$ cat config.mk
export PLATFORM = sky130hd
export DESIGN_NAME = tile_shuffler
export DESIGN_NICKNAME = d
export VERILOG_FILES = /design/src/rtl/tile_shuffler.sv
export SDC_FILE = /design/constraint.sdc
export NUM_CORES = 1
export LEC_CHECK = 0
export BUFFER_PORTS_ARGS = -buffer_cell sky130_fd_sc_hd__buf_2
export CELL_PAD_IN_SITES_DETAIL_PLACEMENT = 0
export CELL_PAD_IN_SITES_GLOBAL_PLACEMENT = 1
export CORE_UTILIZATION = 44
export CTS_CLUSTER_DIAMETER = 150
export DETAILED_ROUTE_END_ITERATION = 6
export PLACE_DENSITY = 0.75
export SLEW_MARGIN = 5
export SYNTH_ARGS = -nofsm -noshare
export SYNTH_HDL_FRONTEND = slang
export SYNTH_SLANG_ARGS = --single-unit
export TNS_END_PERCENT = 50
$ cat constraint.sdc
create_clock -name clk -period 6.6 [get_ports clk]
set_input_delay 0.66 -clock clk [delete_from_list [all_inputs] [get_ports clk]]
set_output_delay 0.66 -clock clk [all_outputs]
set_load 0.01 [all_outputs]
$ cat src/rtl/tile_shuffler.sv
`timescale 1ns/1ps
// tile_shuffler: per-round random layout generator. A free-running 16-bit
// Galois LFSR drives an in-place Fisher-Yates shuffle of the edge-track and
// centre tile arrays; the shuffled orders are published atomically on FINISH.
module tile_shuffler #(
    parameter int EDGE_N   = 24,
    parameter int CENTER_N = 12,
    parameter int ID_W     = 6
) (
    input  logic                       clk,
    input  logic                       rst_n,
    input  logic                       seed_load,
    input  logic [15:0]                seed,
    input  logic                       start,
    output logic                       busy,
    output logic                       done,
    output logic [EDGE_N*ID_W-1:0]     edge_order,
    output logic [CENTER_N*ID_W-1:0]   center_order
);

    // I_W holds i+1 up to EDGE_N; EI_W/CI_W address the two working arrays.
    localparam int I_W  = $clog2(EDGE_N + 1);
    localparam int EI_W = $clog2(EDGE_N);
    localparam int CI_W = $clog2(CENTER_N);
    localparam logic [15:0] LFSR_RST  = 16'hACE1;
    localparam logic [15:0] LFSR_MASK = 16'hB400;

    typedef enum logic [2:0] {S_IDLE, S_INIT, S_EDGE, S_CENTER, S_FINISH} state_e;

    state_e                    state_q, state_d;
    logic [15:0]               lfsr_q, lfsr_d;
    logic [I_W-1:0]            i_q, i_d;
    logic [I_W-1:0]            ip1;
    logic [8+I_W-1:0]          prod;
    logic [I_W-1:0]            j;
    logic [ID_W-1:0]           wedge_q [EDGE_N];
    logic [ID_W-1:0]           wcen_q  [CENTER_N];
    logic                      done_q;
    logic [EDGE_N*ID_W-1:0]    edge_order_q;
    logic [CENTER_N*ID_W-1:0]  center_order_q;

    // State register
    always_ff @(posedge clk or negedge rst_n) begin
        if (!rst_n) state_q <= S_IDLE;
        else        state_q <= state_d;
    end

    // Next-state logic: start only honoured in IDLE, loops end when i reaches 1
    always_comb begin
        state_d = state_q;
        case (state_q)
            S_IDLE:   if (start) state_d = S_INIT;
            S_INIT:   state_d = S_EDGE;
            S_EDGE:   if (i_q == I_W'(1)) state_d = S_CENTER;
            S_CENTER: if (i_q == I_W'(1)) state_d = S_FINISH;
            S_FINISH: state_d = S_IDLE;
            default:  state_d = S_IDLE;
        endcase
    end

    // Outputs decoded from state; busy covers INIT through FINISH
    always_comb begin
        busy = (state_q != S_IDLE);
    end

    // LFSR next value: seed load wins over stepping; zero seed would lock up
    always_comb begin
        lfsr_d = (lfsr_q >> 1) ^ (lfsr_q[0] ? LFSR_MASK : 16'h0000);
        if (seed_load) lfsr_d = (seed == 16'h0000) ? LFSR_RST : seed;
    end

    // Swap index j = (lfsr[15:8] * (i+1)) >> 8 lands in 0..i; loop counter update
    always_comb begin
        ip1  = i_q + I_W'(1);
        prod = {{I_W{1'b0}}, lfsr_q[15:8]} * {8'b0, ip1};
        j    = I_W'(prod >> 8);
        i_d  = i_q;
        case (state_q)
            S_INIT:   i_d = I_W'(EDGE_N - 1);
            S_EDGE:   i_d = (i_q == I_W'(1)) ? I_W'(CENTER_N - 1) : i_q - I_W'(1);
            S_CENTER: i_d = i_q - I_W'(1);
            default:  i_d = i_q;
        endcase
    end

    // LFSR and loop counter registers
    always_ff @(posedge clk or negedge rst_n) begin
        if (!rst_n) begin
            lfsr_q <= LFSR_RST;
            i_q    <= '0;
        end else begin
            lfsr_q <= lfsr_d;
            i_q    <= i_d;
        end
    end

    // Working arrays: identity on reset/INIT, one Fisher-Yates swap per step
    always_ff @(posedge clk or negedge rst_n) begin
        if (!rst_n) begin
            for (int k = 0; k < EDGE_N; k++)   wedge_q[k] <= ID_W'(k);
            for (int k = 0; k < CENTER_N; k++) wcen_q[k]  <= ID_W'(k);
        end else begin
            case (state_q)
                S_INIT: begin
                    for (int k = 0; k < EDGE_N; k++)   wedge_q[k] <= ID_W'(k);
                    for (int k = 0; k < CENTER_N; k++) wcen_q[k]  <= ID_W'(k);
                end
                S_EDGE: begin
                    wedge_q[i_q[EI_W-1:0]] <= wedge_q[j[EI_W-1:0]];
                    wedge_q[j[EI_W-1:0]]   <= wedge_q[i_q[EI_W-1:0]];
                end
                S_CENTER: begin
                    wcen_q[i_q[CI_W-1:0]] <= wcen_q[j[CI_W-1:0]];
                    wcen_q[j[CI_W-1:0]]   <= wcen_q[i_q[CI_W-1:0]];
                end
                default: ;
            endcase
        end
    end

    // Published orders: updated only on the FINISH edge so no partial shuffle is visible
    always_ff @(posedge clk or negedge rst_n) begin
        if (!rst_n) begin
            done_q <= 1'b0;
            for (int k = 0; k < EDGE_N; k++)   edge_order_q[k*ID_W +: ID_W]   <= ID_W'(k);
            for (int k = 0; k < CENTER_N; k++) center_order_q[k*ID_W +: ID_W] <= ID_W'(k);
        end else begin
            done_q <= (state_q == S_FINISH);
            if (state_q == S_FINISH) begin
                for (int k = 0; k < EDGE_N; k++)   edge_order_q[k*ID_W +: ID_W]   <= wedge_q[k];
                for (int k = 0; k < CENTER_N; k++) center_order_q[k*ID_W +: ID_W] <= wcen_q[k];
            end
        end
    end

    assign done         = done_q;
    assign edge_order   = edge_order_q;
    assign center_order = center_order_q;

endmodule

==> results of run 1 <==
synth_stat cells, drive strengths merged (11+ instances only):
library cell  count  area, um2
a221oi           11       96.3
nor2            172        673
a31oi            40        256
buf              74        469
nand3            59        313
mux4             80       1810
dfstp           152       3990
o21ai           163        835
and3             16        105
inv              52        195
o211ai           19        143
o22a             16        140
nand2b           22        138
a221o            19        190
mux2            242       2730
nand2           256        971
clkbuf           97        365
mux2i            78        785
a22oi            59        482
fa               17        340
o221ai           54        490
a32oi            15        131
a211oi           14        118
o21a             14        115
dfrtp           305       7630
a31o             21        184
nor3             36        218
o22ai            33        213
nor2b            29        181
a21oi           111        571
and2             20        128
ha               24        300
o31ai            23        196
state kept, by name, indices dropped and copies added (netlist names):
| name | cells |
|---|---|
| i_q | 5 |
| lfsr_q | 16 |
| edge_order | 144 |
| state_q | 3 |
| done | 1 |
| center_order | 72 |
| wedge_q | 144 |
| wcen_q | 72 |
stage by stage:
| stage | worst slack, ns | utilization | area [um2] |
|---|---|---|---|
| 6_report | 0.226 | 0.529 | 31500 |
| 5_1_grt | -0.0144 | 0.529 | 31500 |
| 4_1_cts | 0.171 | 0.528 | 31400 |
| 3_5_place_dp | -0.00241 | 0.498 | 29600 |
| 3_3_place_gp | 0.0172 | 0.498 | 29600 |
| 2_1_floorplan | 0.0492 | - | 26700 |
cell families after synthesis:
family                   count (synthesis)  share of synthesized area
multiplexers                           400                      0.199
flip-flops                             457                      0.436
XOR/XNOR                                13                    0.00512
AND/OR/NAND/NOR                        650                      0.115
AO/OA/AOI/OAI                          682                      0.182
buffers and inverters                  224                     0.0388
adder cells (fa/ha/maj)                 41                     0.0240
what timing repair did:
action,in CTS,in global routing
hold buffers,0,0
setup endpoints to repair,2,44
gates cloned,0,0
pin swaps,0,0
resized for setup,1,4
area by class of cell:
class,count,area (um2)
timing repair buffer,425,2750
multi-input combinational,1786,14100
inverter,53,199
clock inverter,28,355
sequential,457,11600
clock buffer,69,1470
tap,773,967
fill,5322,28000
worst min path at each step:
| stage | start | endpoint | cells after the start |
|---|---|---|---|
| 6_report | rst_n | lfsr_q[2] | 1 |
| 5_1_grt | rst_n | lfsr_q[2] | 1 |
| 4_1_cts | rst_n | lfsr_q[2] | 1 |
| 3_5_place_dp | lfsr_q[3] | lfsr_q[2] | 1 |
| 3_3_place_gp | lfsr_q[3] | lfsr_q[2] | 1 |
| 2_1_floorplan | rst_n | center_order[0] | 0 |
routing by layer:
metal  vias up  wire length, um
met4         6             6400
met3       305            13000
met1     12200            50200
met5         -               44
li1       9954                -
met2      1611            50000
==> impl_results.md, run 1 <==
- Final RePlAce weighted congestion: 1.04
- Min Tclk post-route: 6.37 ns
- HPWL after detailed placement: 88400 um
- Synth-to-layout area growth: 18.0%
- R2r worst-path depth: 20
- Die width: 248 um
- Core area: 0.0595 mm2
- Residual overflow from global routing: 0
- Total count of max-transition violations in the final report: 0
- Startpoint-to-endpoint class of the critical path: register to register
- Share of the cycle needed by the critical path after routing: 0.966
- Met3 track demand over resource in global routing: 0.0978
- Cell Rows: 89
- First-pass GRT wire length: 172000 um
- CTS tree: yes
- Number of ports placed on the die boundary: 238
- Data arrival time of the critical path: 6.89 ns
- Worst Max-Slew Pin Slew: 1.46 ns
- Drt via density: 6.70
- Slowest cell on the critical path: sky130_fd_sc_hd__xnor2_2
- Sort of element at the start of the critical path: register
- FFs w/ async S/R, synth: 1.00
- Router iterations before antenna repair: 6
- Number of port buffers: 237
- Maximum Capacitance Violations: 0
- Number of flops mapped to enable cells by yosys: 0
- Critical path's largest stage delay: 0.58 ns
- Antenna cell count: 0
- Total number of clock tree sinks: 457
- Detailed Route WL: 120000 um
- Met1 track demand over resource in global routing: 0.552
- Total count of hold-check failures in the final report: 0
- Most frequent cells in the layout: sky130_fd_sc_hd__dfrtp_1, sky130_fd_sc_hd__nand2_1, sky130_fd_sc_hd__mux2_2
- # setup viols final: 0
- Setup TNS: 0 ns
- Tightest hold margin: 0.0191 ns
- Crit path cell chain: ha_1 > nor2b_1 > a21oi_1 > buf_4 > nand2b_1 > fa_1 > fa_1 > fa_1 > inv_1 > ha_1 > nand4b_4 > o21a_4 > o21a_2 > xnor2_2 > buf_4 > nor2_2 > buf_4 > a22oi_2 > nand2_1 > o221ai_1
- Routed via count: 24.1k
- Syn Nets: 2528
- Initial core utilization: 0.448
- Count of unresolved DRC violations after routing: 0
- ANT nets after route: 0
- Largest net degree at the start of global routing: 184
- Die footprint: 0.0616 mm2
- Worst path buffer plus inverter count: 4
- Crit path depth: 20
- Post CTS Setup Buffer Count: 0
- Post-DR wirelength/cell: 33.3 um
- Clock insertion delay at the later pin of the skew report: 0.63 ns
- First element of the critical path: i_q[0]
- Final Net Count: 2836
- Seq cells post-synth: 457
- Post-synthesis area per instance: 10.8 um2
- Gate Count Post-Synth: 2467
- Capture instance of the worst register-to-register path: wcen_q[68]
- Root Driver: sky130_fd_sc_hd__clkbuf_16
- Most frequent standard cell in the layout excluding fill and tap cells: sky130_fd_sc_hd__dfrtp_1
- Synth Cell Area: 0.0267 mm2
- Unique masters post-synth: 110
- Required arrival time at the worst endpoint: 7.12 ns
- # H-tree levels: 2
- Worst slew slack as a fraction of its limit: 0.0189
- Yosys Warn Count: 0
- Number of antenna violations at the first check in global routing: 3
- Placed cell count: 3494
- Startpoint of the lowest-slack register-to-register path: i_q[0]
- Kind of end point of the critical path: register
- Overall routing resource usage: 0.390
- Clock slew at reported path FFs: 0.07 ns
- Cell family contributing the most delay on the critical path: adder cells
- Die height: 248 um
- Fraction of layout instances using a drive strength above 1: 0.386
- Worst reg2reg setup slack: 0.23 ns
- Sequential cell area fraction in the yosys report: 0.436
- Num CTS Buffers: 52
- Layer carrying the most global-route usage: met2
- Critical Path End: wcen_q[68]
- Path category of the worst min-delay check: input pin to async pin
- Final standard cell count with taps included and fillers excluded: 3591
- Primary flip-flop cell chosen by synthesis mapping: sky130_fd_sc_hd__dfrtp_1
- Maximum clock path buffer count: 3
- Crit-path max FO: 10
- Violation count after the first detailed-routing iteration: 2850
- Global Route met2 Usage: 0.557
- Fmax: 157 MHz
- Number of global-route vias before repair: 23.4k
- Final worst clock skew: 0.0243 ns
- Result of the run: completed
Power of run 1 is left out: the tool's default activity adds up to more than one toggle a clock period on the data nets, which glitch-free logic cannot reach.
==> run 2, diff against run 1 <==
- RECOVER_POWER: default -> 25
==> impl_results.md, run 2 (synthesis results as in run 1) <==
- Result of the run: finished with violations
- Violations in the final reports: capacitance limit, slew limit
- Worst path buffer plus inverter count: 4 (unchanged)
- Number of hold buffers added after cts: 0 (unchanged)
- First-pass GRT wire length: 172000 um (unchanged)
- Residual overflow from global routing: 0 (unchanged)
- Post-DR wirelength/cell: 33.3 um (-0.12%)
- Router iterations before antenna repair: 7 (+1)
- Min Tclk post-route: 6.40 ns (+0.0270 ns)
- Antenna cell count: 0 (unchanged)
- Fmax: 156 MHz (-0.42%)
- # setup viols final: 0 (unchanged)
- Number of ports placed on the die boundary: 238 (unchanged)
- Fraction of layout instances using a drive strength above 1: 0.386 (-0.000710)
- Drt via density: 6.71 (+0.12%)
- Root Driver: sky130_fd_sc_hd__clkbuf_16
- Required arrival time at the worst endpoint: 7.12 ns (about the same)
- Core area: 0.0595 mm2 (unchanged)
- Clock insertion delay at the later pin of the skew report: 0.63 ns (about the same)
- Count of unresolved DRC violations after routing: 0 (unchanged)
- Total count of max-transition violations in the final report: 366 (+366)
- Critical path's largest stage delay: 0.59 ns (about the same)
- Crit path cell chain: ha_1 > nor2b_1 > a21oi_1 > buf_4 > nand2b_1 > fa_1 > fa_1 > fa_1 > inv_1 > ha_1 > nand4b_4 > o21a_4 > o21a_2 > xnor2_2 > buf_4 > nor2_2 > buf_4 > a22oi_2 > nand2_1 > o221ai_1
- # H-tree levels: 2 (unchanged)
- Final worst clock skew: 0.0232 ns (-0.00113 ns)
- Worst slew slack as a fraction of its limit: -2.12 (-2.14)
- Crit-path max FO: 10 (unchanged)
- Path category of the worst min-delay check: input pin to async pin
- CTS tree: yes
- Die footprint: 0.0616 mm2 (unchanged)
- Total number of clock tree sinks: 457 (unchanged)
- Synth-to-layout area growth: 17.9%
- Final RePlAce weighted congestion: 1.04 (unchanged)
- Startpoint-to-endpoint class of the critical path: register to register
- Post CTS Setup Buffer Count: 0 (unchanged)
- Post-layout util: 0.528 (-0.000590)
- Number of antenna violations at the first check in global routing: 3 (unchanged)
- Slowest cell on the critical path: sky130_fd_sc_hd__xnor2_2
- Detailed Route WL: 119000 um (-0.12%)
- Fill cell count: 5326 (+0.075%)
- Kind of end point of the critical path: register
- Cell Rows: 89 (unchanged)
- Share of the cycle needed by the critical path after routing: 0.970 (+0.00409)
- Worst Max-Slew Pin Slew: 4.68 ns (+3.22 ns)
- Tightest hold margin: 0.00608 ns (-0.0130 ns)
- Sort of element at the start of the critical path: register
- HPWL after detailed placement: 88400 um (unchanged)
- Final Net Count: 2836 (unchanged)
- Num CTS Buffers: 52 (unchanged)
- Total count of hold-check failures in the final report: 0 (unchanged)
- Initial core utilization: 0.448 (unchanged)
- Maximum clock path buffer count: 3 (unchanged)
- Die height: 248 um (unchanged)
- Number of port buffers: 237 (unchanged)
- Data arrival time of the critical path: 6.92 ns (+0.03 ns)
- Cell family contributing the most delay on the critical path: adder cells
- ANT nets after route: 0 (unchanged)
- Number of global-route vias before repair: 23.4k (unchanged)
- Die width: 248 um (unchanged)
- Routed via count: 24.1k (+0.12%)
- Largest net degree at the start of global routing: 184 (unchanged)
- Overall routing resource usage: 0.390 (unchanged)
- Most frequent standard cell in the layout excluding fill and tap cells: sky130_fd_sc_hd__dfrtp_1
- Violation count after the first detailed-routing iteration: 2771 (-2.8%)
- Most frequent cells in the layout: sky130_fd_sc_hd__dfrtp_1, sky130_fd_sc_hd__nand2_1, sky130_fd_sc_hd__mux2_2
- Clock slew at reported path FFs: 0.07 ns (about the same)
- Maximum Capacitance Violations: 3 (+3)
-- run 2: cell count changes in the layout (fill, tap and decap cells not counted), sizes merged --
cell / change
buf: -4
clkbuf: +4
-- run 2: area by class of cell --
class                           instances  area (um2)  area share
Multi-Input combinational cell       1786       14100       0.448
Tap cell                              773         967      0.0308
Sequential cell                       457       11600       0.370
Inverter                               53         199     0.00633
Timing Repair Buffer                  425        2710      0.0864
Clock buffer                           69        1470      0.0466
Clock inverter                         28         355      0.0113
-- run 2: per-stage QoR --
step	area (um2)	worst slack [ns]	std cells	TNS, ns
after floorplan	26700	0.0492	2467	0
after global placement	29600	0.0172	3494	0
after detailed placement	29600	-0.00241	3494	-0.00241
after CTS	31400	0.171	3591	0
after global routing	31400	-0.0144	3591	-0.0144
final	31400	0.199	3591	0
-- run 2: worst reg2reg max path: stages, from the launching register on --
cell                       delay [ns]
sky130_fd_sc_hd__dfrtp_4         0.48
sky130_fd_sc_hd__ha_1            0.28
sky130_fd_sc_hd__nor2b_1         0.18
sky130_fd_sc_hd__a21oi_1         0.16
sky130_fd_sc_hd__buf_4           0.18
sky130_fd_sc_hd__nand2b_1        0.14
sky130_fd_sc_hd__fa_1            0.44
sky130_fd_sc_hd__fa_1            0.46
sky130_fd_sc_hd__fa_1            0.50
sky130_fd_sc_hd__inv_1           0.05
sky130_fd_sc_hd__ha_1            0.35
sky130_fd_sc_hd__nand4b_4        0.15
sky130_fd_sc_hd__o21a_4          0.27
sky130_fd_sc_hd__o21a_2          0.27
sky130_fd_sc_hd__xnor2_2         0.59
sky130_fd_sc_hd__buf_4           0.32
sky130_fd_sc_hd__nor2_2          0.13
sky130_fd_sc_hd__buf_4           0.19
sky130_fd_sc_hd__a22oi_2         0.57
sky130_fd_sc_hd__nand2_1         0.35
sky130_fd_sc_hd__o221ai_1        0.27
-- run 2: what timing repair did --
action,CTS,global route
endpoints found under the setup margin,2,44
hold endpoints to repair,0,0
gates resized for setup,1,4
-- run 2: final timing paths --
| path | start | endpoint | slack [ns] | depth (start not counted) |
|---|---|---|---|---|
| worst max-delay path | i_q[0] | wcen_q[68] | 0.20 | 20 |
| worst min-delay path | rst_n | lfsr_q[2] | 0.006 | 1 |
| worst max register to register | i_q[0] | wcen_q[68] | 0.20 | 20 |
| worst min register to register | lfsr_q[4] | lfsr_q[3] | 0.47 | 1 |
| max in group asynchronous | rst_n | wedge_q[47] | 1.36 | 2 |
| min in group clk | seed[0] | lfsr_q[0] | 0.28 | 2 |
-- run 2: layer usage --
layer / track usage / share of wire / up-vias
met2: 0.557 / 0.42 / 1603
li1: - / - / 9953
met5: 0 / 0.00036 / -
met4: 0.183 / 0.054 / 6
met3: 0.0978 / 0.11 / 317
met1: 0.552 / 0.41 / 12200
Power of run 2 is left out for the same reason.
